**config.mk**
```make
export PLATFORM = sky130hd
export DESIGN_NAME = pipe_stage_skid
export DESIGN_NICKNAME = d
export VERILOG_FILES = /design/src/rtl/pipe_pkg.sv /design/src/rtl/pipe_stage_skid_reg_en.sv /design/src/rtl/pipe_stage_skid.sv
export SDC_FILE = /design/constraint.sdc
export NUM_CORES = 1
export LEC_CHECK = 0
export ABC_AREA = 1
export CORE_UTILIZATION = 35
export CTS_BUF_LIST = sky130_fd_sc_hd__clkbuf_4 sky130_fd_sc_hd__clkbuf_8 sky130_fd_sc_hd__clkbuf_16
export CTS_CLUSTER_SIZE = 40
export DETAILED_ROUTE_END_ITERATION = 6
export HOLD_SLACK_MARGIN = 0.12
export PLACE_DENSITY_LB_ADDON = 0.25
export SLEW_MARGIN = 25
export SYNTH_ARGS = -nofsm -noshare
export SYNTH_HDL_FRONTEND = slang
export SYNTH_HIERARCHICAL = 1
export SYNTH_SLANG_ARGS = --single-unit
```
**constraint.sdc**
```tcl
create_clock -name clk -period 2 [get_ports clk]
set_input_delay 0.5 -clock clk [delete_from_list [all_inputs] [get_ports clk]]
set_output_delay 0.5 -clock clk [all_outputs]
set_load 0.05 [all_outputs]
```
**src/rtl/pipe_pkg.sv**
```systemverilog
// Shared definitions for the pipe_stage_skid pipeline stage:
// occupancy state encoding and stall-counter sizing.
package pipe_pkg;

    // Occupancy of the stage: nothing, main register only, main + skid.
    // The encoding 2'b11 is never produced and decodes as empty.
    typedef enum logic [1:0] {
        ST_EMPTY = 2'b00,
        ST_BUSY  = 2'b01,
        ST_FULL  = 2'b10
    } state_e;

    localparam int                     STALL_CNT_W   = 16;
    localparam logic [STALL_CNT_W-1:0] STALL_CNT_MAX = '1;

endpackage

```
**src/rtl/pipe_stage_skid_reg_en.sv**
```systemverilog
// reg_en: enabled register with synchronous active-high reset to a
// parameterised value. Serves as the storage primitive for pipe_stage_skid.
module reg_en #(
    parameter int               WIDTH     = 1,
    parameter logic [WIDTH-1:0] RESET_VAL = '0
) (
    input  logic             clk,
    input  logic             rst,
    input  logic             en,
    input  logic [WIDTH-1:0] d,
    output logic [WIDTH-1:0] q
);

    // Load d when enabled, otherwise hold; reset wins over enable.
    always_ff @(posedge clk) begin
        // NOTE: sequential state is written with <= so every flop samples
        // pre-edge values, independent of block evaluation order.
        if (rst) begin
            // NOTE: data registers are reset here on purpose: RESET_VAL is an
            // architected, observable payload value, not a don't-care.
            q <= RESET_VAL;
        end else if (en) begin
            q <= d;
        end
    end

endmodule

```
**src/rtl/pipe_stage_skid.sv**
```systemverilog
// pipe_stage_skid: valid/ready pipeline stage with a one-entry skid buffer.
// in_ready comes straight from a flop, so a downstream stall never creates a
// combinational ready path upstream. Supports flush and a reset payload value.
// Optional build macro PIPE_STAGE_SKID_STALL_CNT_EN adds a saturating
// stall_cnt output counting cycles with out_valid=1 and out_ready=0.
module pipe_stage_skid
    import pipe_pkg::*;
#(
    parameter int               WIDTH     = 16,
    parameter logic [WIDTH-1:0] RESET_VAL = '0
) (
    input  logic                   clk,
    input  logic                   rst,
    input  logic                   flush,
    input  logic                   in_valid,
    output logic                   in_ready,
    input  logic [WIDTH-1:0]       in_data,
    output logic                   out_valid,
    input  logic                   out_ready,
`ifdef PIPE_STAGE_SKID_STALL_CNT_EN
    output logic [STALL_CNT_W-1:0] stall_cnt,
`endif
    output logic [WIDTH-1:0]       out_data
);

    logic [1:0]       state_q;
    logic [1:0]       state_cur;
    logic [1:0]       state_d;
    logic             in_ready_d;
    logic             main_en;
    logic             skid_en;
    logic [WIDTH-1:0] main_d;
    logic [WIDTH-1:0] skid_d;
    logic [WIDTH-1:0] skid_q;
    logic             in_xfer;
    logic             out_xfer;

    // Illegal encoding 2'b11 behaves as EMPTY, so the stage self-recovers.
    assign state_cur = ((state_q == ST_BUSY) || (state_q == ST_FULL)) ? state_q : ST_EMPTY;
    assign out_valid = (state_cur != ST_EMPTY);
    assign in_xfer   = in_valid & in_ready;
    assign out_xfer  = out_valid & out_ready;

    // Next occupancy and data-register loads; flush overrides everything.
    always_comb begin
        // NOTE: every output of this block gets a default first so no path
        // leaves a signal unassigned, which would otherwise infer a latch.
        state_d = state_cur;
        main_en = 1'b0;
        skid_en = 1'b0;
        main_d  = in_data;
        skid_d  = in_data;
        case (state_cur)
            ST_EMPTY: begin
                if (in_xfer) begin
                    state_d = ST_BUSY;
                    main_en = 1'b1;
                end
            end
            ST_BUSY: begin
                if (in_xfer && !out_xfer) begin
                    state_d = ST_FULL;
                    skid_en = 1'b1;
                end else if (!in_xfer && out_xfer) begin
                    state_d = ST_EMPTY;
                end else if (in_xfer && out_xfer) begin
                    main_en = 1'b1;
                end
            end
            ST_FULL: begin
                // in_ready is low here, so only the drain path applies.
                if (out_xfer) begin
                    state_d = ST_BUSY;
                    main_en = 1'b1;
                    main_d  = skid_q;
                end
            end
            default: state_d = ST_EMPTY;
        endcase
        if (flush) begin
            state_d = ST_EMPTY;
            main_en = 1'b1;
            skid_en = 1'b1;
            main_d  = RESET_VAL;
            skid_d  = RESET_VAL;
        end
    end

    // in_ready is the registered form of "next state is not FULL".
    assign in_ready_d = (state_d != ST_FULL);

    reg_en #(.WIDTH(2), .RESET_VAL(ST_EMPTY)) u_state (
        .clk (clk),
        .rst (rst),
        .en  (1'b1),
        .d   (state_d),
        .q   (state_q)
    );

    reg_en #(.WIDTH(1), .RESET_VAL(1'b1)) u_in_ready (
        .clk (clk),
        .rst (rst),
        .en  (1'b1),
        .d   (in_ready_d),
        .q   (in_ready)
    );

    reg_en #(.WIDTH(WIDTH), .RESET_VAL(RESET_VAL)) u_main (
        .clk (clk),
        .rst (rst),
        .en  (main_en),
        .d   (main_d),
        .q   (out_data)
    );

    reg_en #(.WIDTH(WIDTH), .RESET_VAL(RESET_VAL)) u_skid (
        .clk (clk),
        .rst (rst),
        .en  (skid_en),
        .d   (skid_d),
        .q   (skid_q)
    );

`ifdef PIPE_STAGE_SKID_STALL_CNT_EN
    // Count stalled cycles, saturating; cleared by reset or flush.
    always_ff @(posedge clk) begin
        if (rst || flush) begin
            stall_cnt <= '0;
        end else if (out_valid && !out_ready && (stall_cnt != STALL_CNT_MAX)) begin
            stall_cnt <= stall_cnt + 1'b1;
        end
    end
`endif

endmodule
```
Word-level counts from Yosys, hierarchy flattened
Index checks and enable logic that the tools add are counted.
{"block": "word_totals", "elab_cells": 40, "reg_bits": 35, "input_bits": 21, "out_inout_bits": 18}
{"block": "classes", "mux": 21, "eq_ne": 5, "n_reduce_logical": 8, "n_bitwise": 2}
{"cell": "$mux 16", "n": 4}
{"cell": "$mux 2", "n": 6}
{"cell": "$mux 1", "n": 9}
{"cell": "$pmux 2 s3", "n": 1}
{"cell": "$eq 2x1->1 const B", "n": 2}
{"cell": "$eq 2x2->1 const B", "n": 2}
{"cell": "$logic_and 1x1->1", "n": 3}
{"cell": "$pmux 1 s3", "n": 1}
{"cell": "$and 1x1->1", "n": 2}
{"cell": "$logic_not 1->1", "n": 2}
{"cell": "$logic_not 2->1", "n": 1}
{"cell": "$ne 2x2->1 const B", "n": 1}
{"cell": "$reduce_bool 2->1", "n": 1}
{"cell": "$logic_or 1x1->1", "n": 1}

Depth between registers and ports, before layout
Gate-level depths: netlist of the first run.
{"block": "logic_depth", "depth_word": 11, "mapped_depth": 13, "ltp_nobuf": 13}

By module
The synthesis of the first run kept the hierarchy.
{"mod": "reg_en at u_main ...", "area_per_inst_um2": 670.6, "cells_each": 101, "seq_area_each_um2": 320.3, "instances": 2}
{"mod": "pipe_stage_skid", "area_per_inst_um2": 601.8, "cells_each": 100, "seq_area_each_um2": 0.0, "instances": 1}
{"mod": "reg_en at u_state", "area_per_inst_um2": 81.3, "cells_each": 13, "seq_area_each_um2": 40.0, "instances": 1}
{"mod": "reg_en at u_in_ready", "area_per_inst_um2": 47.5, "cells_each": 6, "seq_area_each_um2": 20.0, "instances": 1}

Worst setup path after synthesis of the first run
OpenSTA, ideal clock, no wires.
{"block": "synth_timing", "kind": "reg2reg", "startpoint": "register u_state.q[0]", "endpoint": "register u_main.q[4]", "required_ps": 1885, "synth_period_minus_slack_ps": 1863, "stages_incl_launch_ff": 12, "t_arrival_ps": 1748, "setup_time_ps": 115, "setup_slack_ps": 137, "n_path_buf": 1, "path_cell_list": "dfxtp_1 -> inv_1 -> ha_1 -> inv_2 -> nand3_2 -> o21ai_1 -> o21ai_0 -> nand2_1 -> buf_6 -> nand2_1 -> nand2_1 -> nor2_2"}
{"block": "synth_via", "elab_chain_cells": 11, "word_cells_on_any_way": 22, "classes_between": "eq/ne (4); mux (10); bitwise (1); reduce/logical (7)"}
{"element": "start: declaration", "line_no": "pipe_stage_skid_reg_en.sv:11", "source": "output logic [WIDTH-1:0] q"}
{"element": "start signal: assignment", "line_no": "pipe_stage_skid_reg_en.sv:21", "source": "q <= RESET_VAL;"}
{"element": "start signal: assignment", "line_no": "pipe_stage_skid_reg_en.sv:23", "source": "q <= d;"}
{"element": "$eq 2x1->1 or $eq 2x2->1 (tied branches)", "line_no": "pipe_stage_skid.sv:39", "source": "assign state_cur = ((state_q == ST_BUSY) || (state_q == ST_FULL)) ? state_q : ST_EMPTY;"}
{"element": "$logic_or 1x1->1", "line_no": "pipe_stage_skid.sv:39"}
{"element": "$mux 2 *", "line_no": "pipe_stage_skid.sv:39"}
{"element": "$reduce_bool 2->1 *", "line_no": "pipe_stage_skid.sv:40", "source": "assign out_valid = (state_cur != ST_EMPTY);"}
{"element": "named net out_valid", "line_no": "pipe_stage_skid.sv:18", "source": "output logic out_valid,"}
{"element": "$and 1x1->1 *", "line_no": "pipe_stage_skid.sv:42", "source": "assign out_xfer = out_valid & out_ready;"}
{"element": "$logic_and 1x1->1", "line_no": "pipe_stage_skid.sv:66", "source": "end else if (in_xfer && out_xfer) begin"}
{"element": "$mux 1", "line_no": "pipe_stage_skid.sv:66"}
{"element": "$mux 1", "line_no": "pipe_stage_skid.sv:64", "source": "end else if (!in_xfer && out_xfer) begin"}
{"element": "$mux 1", "line_no": "pipe_stage_skid.sv:61", "source": "if (in_xfer && !out_xfer) begin"}
{"element": "$pmux 1 s3 *", "line_no": "pipe_stage_skid.sv:53", "source": "case (state_cur)"}
{"element": "$mux 1 *", "line_no": "pipe_stage_skid.sv:80", "source": "if (flush) begin"}
{"element": "named net main_en", "line_no": "pipe_stage_skid.sv:30", "source": "logic main_en;"}
{"element": "end signal: assignment", "line_no": "pipe_stage_skid_reg_en.sv:21"}
{"element": "end signal: assignment", "line_no": "pipe_stage_skid_reg_en.sv:23"}
{"element": "end: declaration", "line_no": "pipe_stage_skid_reg_en.sv:11"}
The timed path passes the listed nets; every way through them passes the cells marked *.
A chain may end at the register's enable or synchronous reset.

Worst setup path in the final report of the first run
{"block": "layout_timing", "startpoint": "register u_main.q[8]", "endpoint": "output out_data[8]"}
{"element": "end: declaration", "line_no": "pipe_stage_skid.sv:23", "source": "output logic [WIDTH-1:0] out_data"}
No word-level cell between the ends.

==> results of run 1 <==
[how the worst max path moves through the flow]
stage                                    from                  endpoint  depth (start not counted)
floorplan           u_state/q[0]$_SDFFE_PP0P_  u_main/q[4]$_SDFFE_PP0P_                         11
global placement                    out_ready  u_main/q[4]$_SDFFE_PP0P_                          9
detailed placement                  out_ready  u_main/q[4]$_SDFFE_PP0P_                          9
CTS                  u_main/q[8]$_SDFFE_PP0P_               out_data[8]                          1
global route         u_main/q[2]$_SDFFE_PP0P_               out_data[2]                          1
finish               u_main/q[8]$_SDFFE_PP0P_               out_data[8]                          1
[sequential cells by signal (all words and copies together) (netlist names)]
signal	count
u_skid/q	16
u_main/q	16
u_in_ready/q	1
u_state/q	2
[cells in the final DEF (no fill, tap or decap), drive strengths merged, types with 2 or more instances in the layout]
cell type / count
nor2: 85
nand2: 81
inv: 60
clkdlybuf4s50: 36
dfxtp: 35
a21oi: 18
o21ai: 18
buf: 11
clkbuf: 6
conb: 6
nand3: 6
ha: 2
clkinv: 2
[report_power, final]
group | total [mW] | leakage, nW | internal (mW) | switching, mW
Sequential | 0.785 | 0.290 | 0.753 | 0.0315
Clock | 0.659 | 0.0612 | 0.403 | 0.256
Combinational | 0.517 | 0.968 | 0.204 | 0.313
Total | 1.96 | 1.32 | 1.36 | 0.601
[worst register-to-register path, stage by stage (launching register included)]
cell and delay [ps]:
dfxtp_1 370, inv_1 60, ha_1 300, inv_2 140, nand3_2 100, buf_4 250
o21ai_2 160, a21oi_2 40, inv_1 80, nand2_1 50, nand2_1 80, nor2_2 30
[through the flow]
step / instance area [um2] / utilization / power (mW) / hold slack, ps / std cells
floorplan: 2091 / - / 1.168 / 443.9 / 326
global placement: 2534 / 0.4518 / 1.315 / 457.4 / 431
detailed placement: 2534 / 0.4518 / 1.320 / 465.4 / 431
CTS: 2651 / 0.4728 / 1.990 / 475.6 / 439
global route: 2651 / 0.4728 / 2.075 / 491.3 / 439
finish: 2651 / 0.4728 / 1.961 / 471.4 / 439
[cells by family after synthesis]
family,count (synthesis),share of synthesized area
fa+ha+maj,2,0.01208
other cells,1,0.001810
buf+inv,75,0.1806
compound gates,36,0.1413
simple gates,172,0.3261
flops,35,0.3382
[layout make-up]
| cell class | instances | area, um2 | area share |
|---|---|---|---|
| multi-input combinational | 216 | 1016 | 0.3832 |
| timing repair buffer | 47 | 493.0 | 0.1859 |
| clock buffer | 6 | 82.58 | 0.03115 |
| inverter | 61 | 234.0 | 0.08825 |
| clock inverter | 2 | 35.03 | 0.01321 |
| tap | 72 | 90.09 | 0.03398 |
| sequential | 35 | 700.7 | 0.2643 |
[per-layer routing]
layer | track usage | part of all wire
met3 | 0.03908 | 0.031
met1 | 0.1968 | 0.53
met4 | 0.04909 | 0.0075
met2 | 0.2313 | 0.43
met5 | 0 | 0
==> flow_metrics.env, run 1 <==
export IMPL_leakagePower_nw=1.319
export IMPL_cp_slowest_cell="clkdlybuf4s50_1"
export IMPL_cp_start_kind="flop"
export IMPL_fp_dieH_um=78.94
export IMPL_drt_total_wl_um=4114
export IMPL_grt_use_total=0.1479
export IMPL_grt_max_degree=33
export IMPL_hold_buffers=0
export IMPL_reg2reg_to="u_main/q[4]$_SDFFE_PP0P_"
export IMPL_clk_latency_ps=290
export IMPL_synth_cell_types=20
export IMPL_rows=27
export IMPL_hold_end="u_main/q[10]$_SDFFE_PP0P_"
export IMPL_cap_violations=0
export IMPL_worstPathRequired_ps=1500
export IMPL_gp_congestion=0.7691
export IMPL_rsz0062_at_grt="false"
export IMPL_grt_overflow=0
export IMPL_finalSetupViolCount=0
export IMPL_cts_max_level=2
export IMPL_final_nets=389
export IMPL_synth_top_area_frac=0.3382
export IMPL_synth_area_per_cell_um2=6.455
export IMPL_crit_type="flop to primary output"
export IMPL_fp_dieW_um=78.94
export IMPL_synth_common_cells="nor2_1, nand2_1, inv_1, dfxtp_1, a21oi_2"
export IMPL_ioPinCount=39
export IMPL_critical_path_top_delay_family="buffers and inverters"
export IMPL_yosys_most_used_dff="dfxtp_1"
export IMPL_core_area_mm2=0.005608
export IMPL_cts_sinks=35
export IMPL_status="complete, no violations"
export IMPL_drtIter0Drc=83
export IMPL_cp_max_fo=2
export IMPL_vias_per_cell=4.128
export IMPL_fmax_ghz=0.5182
export IMPL_initial_core_util=0.3695
export IMPL_firstDrtPassIters=4
export IMPL_seq_area_frac_synth=0.3382
export IMPL_synth_area_mm2=0.002072
export IMPL_worstMarginPinSlew_ps=495.3
export IMPL_synth_top_area_cell="dfxtp_1"
export IMPL_antenna_left=0
export IMPL_drive_gt1_frac=0.1580
export IMPL_clkTransAtPathRegs_ps=70
export IMPL_n_antenna_cell=0
export IMPL_grt_pass1_vias=1550
export IMPL_dp_hpwl_um=2949
export IMPL_area_growth_synth_to_final_pct=27.96
export IMPL_whs_path_depth=2
export IMPL_synth_area_leaders="dfxtp_1, nor2_1, nand2_1, inv_1, a21oi_2"
export IMPL_dp_slack_ps=49.02
export IMPL_synth_edff_count=0
export IMPL_clockBufferDepth=2
export IMPL_nFillCells=609
export IMPL_finalCritPeriodShare=0.9649
export IMPL_cp_buffers_inverters=1
export IMPL_worstPathArrival_ps=1430
export IMPL_fp_dieArea_mm2=0.006232
export IMPL_slowest_delay_ps=800
export IMPL_antenna_found_initial=0
export IMPL_finClkSkew_ps=2.424
export IMPL_cts_tree="done"
export IMPL_hp_start="u_main/q[10]$_SDFFE_PP0P_"
export IMPL_tns_ps=0
export IMPL_min_path_type="flop to flop"
export IMPL_routedWlPerCell_um=9.371
export IMPL_worstRegToRegCells=11
export IMPL_vias=1812
export IMPL_yosys_warnings=6
export IMPL_cts_buffers=5
export IMPL_finalMaxSlewViolations=0
export IMPL_ff2ff_setup_slack_ps=240
export IMPL_r2r_start="u_state/q[0]$_SDFFE_PP0P_"
export IMPL_fin_crit_ps=1930
export IMPL_synth_most_common_cell="nor2_1"
export IMPL_postCtsSetupBuffers=0
export IMPL_slew_limit_headroom=0.6687
export IMPL_hold_viol=0
export IMPL_ys_seq_elements=35
export IMPL_power_density_mw_per_mm2=739.5
export IMPL_path_cells="clkdlybuf4s50_1"
export IMPL_postSynthCellCount=321
export IMPL_grt_pass1_wl_um=7196
export IMPL_numPortBuffers=38
export IMPL_drcViolationCount=0
export IMPL_cts_resized=0
export IMPL_ys_async_sr_fraction=0
export IMPL_ir_drop_v=0.0002951
export IMPL_setup_ws_ps=70.29
export IMPL_root_buffer="clkbuf_8"
export IMPL_cp_end_kind="primary output"
Power figures use the tool's default switching activity.
==> run 2: changes to the inputs <==
Settings changed: HOLD_SLACK_MARGIN 0.12 to 0.02.
==> results of run 2 <==
Final layout, timing and power as in run 1 (identical DEF).
==> RTL edit 1, RTL diff (settings of run 1) <==
Build with the macro `PIPE_STAGE_SKID_STALL_CNT_EN` defined.
--- a/src/rtl/pipe_stage_skid.sv
+++ b/src/rtl/pipe_stage_skid.sv
@@ -5,2 +5,4 @@
 // stall_cnt output counting cycles with out_valid=1 and out_ready=0.
+`define PIPE_STAGE_SKID_STALL_CNT_EN
+
 module pipe_stage_skid
Check against the original RTL (old outputs only; new: stall_cnt): equivalent (Yosys induction, for registers that start in step).
==> RTL edit 1 against run 1 <==
Synthesized area rose by 41%; sequential power up 40%; critical endpoint is now out_data[6]; wire length rose by 63%; count of clock-buffer cells in the layout is 1 lower; total power is 23% higher; design area rose by 41%; sequential cell count increased by 16; worst setup slack got worse by 35 ps.
==> RTL edit 1: results (changes against run 1) <==
synth:
  yosys-top-cells-count: "124 x nand2_1, 101 x nor2_1, 76 x inv_1"
  ys_warn_count: 6  # unchanged
  ys.flop_type: "dfxtp_1"
  yosysSeqAreaShare: 0.350  # +0.0122
  synth_cell_type_count: 25  # +25%
  synthTopCellsByArea: "dfxtp_1 35%, nand2_1 16%, nor2_1 13%, inv_1 9.8%, a21oi_1 3.8%"
  synth-async-reset-ratio: 0  # unchanged
grt:
  grt_pass1_vias: 2484  # +60%
  grt_usage: 0.161  # +0.0128
  grt_util_met1: 0.218  # +0.0208
  grt_use_met3: 0.0317  # -0.00737
  antenna_found_initial: 0  # unchanged
  grt_pass1_wl_um: 11300  # +56%
  met2_usage: 0.257  # +0.0254
  grt_max_degree: 34  # +3.0%
placed_design:
  portBuffers: 54  # +42%
  place_ws_ps: -106  # -155 ps
  dpl.hpwl_um: 4820  # +63%
  gp_congestion: 0.823  # +7.1%
layout:
  top_regs: "stall_cnt x16, u_main/q x16, u_skid/q x16"
  diodes: 0  # unchanged
  nets: 556  # +43%
  num-fill-cells: 846  # +39%
  drive_gt1_frac: 0.135  # -0.0230
route:
  dr.first_iter.drc_count: 132  # +59%
  drt_pre_antenna_iters: 4  # unchanged
  num_vias: 2801  # +55%
  wire_per_inst_um: 10.5  # +12%
outcome:
  status: "finished, final reports clean"
clock_tree:
  clkLatencyLatePin_ps: 320  # +30 ps
  clk_pin_slew_ps: 100  # +30 ps
  post_cts_resized: 0  # unchanged
  clock_path_buffers: 2  # unchanged
worst_setup_path:
  critPathArrivalTime_ps: 1460  # +30 ps
  cp_max_fo: 2  # unchanged
pwr:
  p_leak_nw: 1.90  # +44%
  vdd_ir_drop_max_v: 0.000298  # +0.83%
timing:
  relSlewSlack: 0.662  # -0.00687
  fin_worst_skew_ps: 15.7  # +13.2 ps
## RTL edit 1: final timing paths
check	start	end	slack (ps)	cells after the start
setup / recovery	u_main/q[6]	out_data[6]	40	1
hold reg to reg	u_main/q[11]	u_main/q[11]	470	2
setup reg to reg	u_state/q[0]	u_main/q[2]	240	11
hold / removal	u_main/q[11]	u_main/q[11]	470	2
## RTL edit 1: logic make-up after synthesis
group | synth area share
AND/OR/NAND/NOR | 0.362
buffers and inverters | 0.145
AO/OA/AOI/OAI | 0.108
XOR/XNOR | 0.0210
flip-flops | 0.350
adder cells (fa/ha/maj) | 0.0129
other | 0.00129
## RTL edit 1: power breakdown
group | switching [mW] | internal, mW
logic | 0.340 | 0.210
clock network | 0.379 | 0.378
registers | 0.0279 | 1.07
total | 0.747 | 1.66
## RTL edit 1: area by class of cell
| type | count | area, um2 | share of cell area |
|---|---|---|---|
| clock buffers | 5 | 68.8 | 0.0184 |
| clock inverters | 3 | 46.3 | 0.0124 |
| inverters | 77 | 289 | 0.0773 |
| multi-input cells | 328 | 1500 | 0.400 |
| flip-flops and latches | 51 | 1020 | 0.273 |
| well taps | 102 | 128 | 0.0341 |
| repair buffers | 69 | 691 | 0.185 |
## RTL edit 1: stage by stage
| step | area, um2 | setup TNS (ps) | std cells |
|---|---|---|---|
| after global routing | 3740 | 0 | 635 |
| after CTS | 3710 | 0 | 635 |
| final | 3740 | 0 | 635 |
| after detailed placement | 3590 | -1460 | 627 |
| after floorplan | 2930 | 0 | 473 |
| after global placement | 3590 | -578 | 627 |
## RTL edit 1: metal layers
layer  part of all wire  wire [um]
met5                  0          0
met4              0.011         76
met1               0.49       3270
met2               0.46       3060
met3              0.042        281
==> RTL edit 2, RTL diff (settings of run 1) <==
Made on the original files. The parameter `WIDTH` goes from 16 to 14.
--- a/src/rtl/pipe_stage_skid.sv
+++ b/src/rtl/pipe_stage_skid.sv
@@ -8,3 +8,3 @@
 #(
-    parameter int               WIDTH     = 16,
+    parameter int               WIDTH     = 14,
     parameter logic [WIDTH-1:0] RESET_VAL = '0
Ports: changed (resized in_data and out_data); port bits go from 39 to 35. No check against the original RTL was run, so the function may have changed too.
==> RTL edit 2 against run 1 <==
Synthesized area down 14%; worst setup slack got worse by 4.9 ps; synthesized cell count is 10% lower; sequential cell count down 4; total power decreased by 14%; die area down 13%; design area is 14% lower; wire length decreased by 14%; clock power decreased by 15%.
==> RTL edit 2: results (changes against run 1) <==
synth:
  synthTopCellsByArea: "dfxtp_1 35%, nor2_1 16%, nand2_1 15%, inv_1 11%, a21oi_2 5.9%"
  synth_fa_ha_area_frac: 0.0140  # +0.00189
  yosys-top-cells-count: "75 x nor2_1, 72 x nand2_1, 52 x inv_1"
  yosysSeqAreaShare: 0.346  # +0.00820
  muxShareOfSynthArea: 0  # unchanged
  ys.flop_type: "dfxtp_1"
  synthCells: 288  # -10%
  synth_cell_type_count: 19  # -5.0%
  synth_compound_area_frac: 0.117  # -0.0247
  ys_warn_count: 6  # unchanged
layout:
  nets: 346  # -11%
  top_regs: "u_main/q x14, u_skid/q x14, u_state/q x2"
  instances_no_fill: 393  # -10%
  drive_gt1_frac: 0.104  # -0.0537
  num-fill-cells: 535  # -12%
  area_delta_synth_final_pct: 27.4
timing:
  fin_worst_skew_ps: 2.17  # -0.250 ps
  worst_pin_slew_ps: 503  # +7.95 ps
  max_freq_ghz: 0.517  # -0.25%
route:
  dr.first_iter.drc_count: 97  # +17%
  vias_per_cell: 4.07  # -1.5%
  routed_wl_um: 3520  # -14%
clock_tree:
  clock_path_buffers: 2  # unchanged
  cts_buffers: 5  # unchanged
grt:
  grt_pass1_vias: 1398  # -9.8%
  grt_usage: 0.154  # +0.00653
  grt_max_degree: 29  # -12%
  grt_pass1_wl_um: 6290  # -13%
pwr:
  power_switching_uw: 528  # -12%
  clock_power_share: 0.330  # -0.006
  seq_power_uw: 693  # -12%
  vdd_ir_drop_max_v: 0.000235  # -20%
  p_leak_nw: 1.16  # -12%
  internal-power_mw: 1.17  # -14%
worst_setup_path:
  r2r-start: "u_state/q[0]"
  cp_max_fo: 2  # unchanged
  crit_start: "u_main/q[13]"
  reg2reg_slack_ps: 300  # +60 ps
  slowest_delay_ps: 800  # about the same
  endpoint: "out_data[13]"
  reg2regPathDepth: 11  # unchanged
  critPathArrivalTime_ps: 1430  # about the same
  reg2reg_to: "u_main/q[12]"
  cp_slowest_cell: "clkdlybuf4s50_1"
  cp_top_family: "buffers and inverters"
placed_design:
  gp_congestion: 0.736  # -4.3%
  dpl_cell_area_mm2: 0.00218  # -14%
  dpl.hpwl_um: 2450  # -17%
  place_ws_ps: 96.2  # +47.2 ps
  portBuffers: 34  # -11%
outcome:
  status: "finished, final reports clean"
==> RTL edit 2: cell count changes after synthesis, sizes merged <==
cell    change
nand2       -8
dfxtp       -4
clkinv      -1
buf         -1
a21oi       -2
o21ai       -2
inv         -5
nor2       -10
==> RTL edit 2: area by class of cell <==
| cell class | count | share of cell area |
|---|---|---|
| clock buffer | 8 | 0.0455 |
| sequential | 31 | 0.272 |
| inverter | 55 | 0.0905 |
| multi-input combinational | 194 | 0.374 |
| timing repair buffer | 38 | 0.181 |
| tap | 67 | 0.0367 |
==> RTL edit 2: cells by family after synthesis <==
logic type,after synthesis
AOI/OAI and AO/OA,32
adders and majority gates,2
buffers and inverters,68
DFF,31
other,1
and+or+nand+nor,154
==> RTL edit 2: worst reg2reg max path, delay by kind of cell (launching register included) <==
kind            cells  cell delay [ps]
compound gates      2              200
fa+ha+maj           1              300
buf+inv             4              470
flops               1              360
simple gates        4              280
==> RTL edit 2: layer usage <==
metal / global-route usage / share of wire / vias to the layer above
met1: 0.212 / 0.52 / 653
met2: 0.215 / 0.41 / 29
met4: 0.0962 / 0.026 / 0
met3: 0.0370 / 0.043 / 7
li1: - / - / 909
met5: 0 / 0 / -
==> RTL edit 2: how the worst min path moves through the flow <==
stage                           start           to  slack, ps  cells past startpoint
after detailed placement  u_skid/q[1]  u_skid/q[1]        460                      2
final                     u_main/q[0]  u_main/q[0]        470                      2
after CTS                 u_skid/q[1]  u_skid/q[1]        470                      2
after global placement    u_skid/q[3]  u_skid/q[3]        460                      2
after global routing      u_main/q[4]  u_main/q[4]        490                      2
after floorplan           u_skid/q[1]  u_skid/q[1]        440                      2
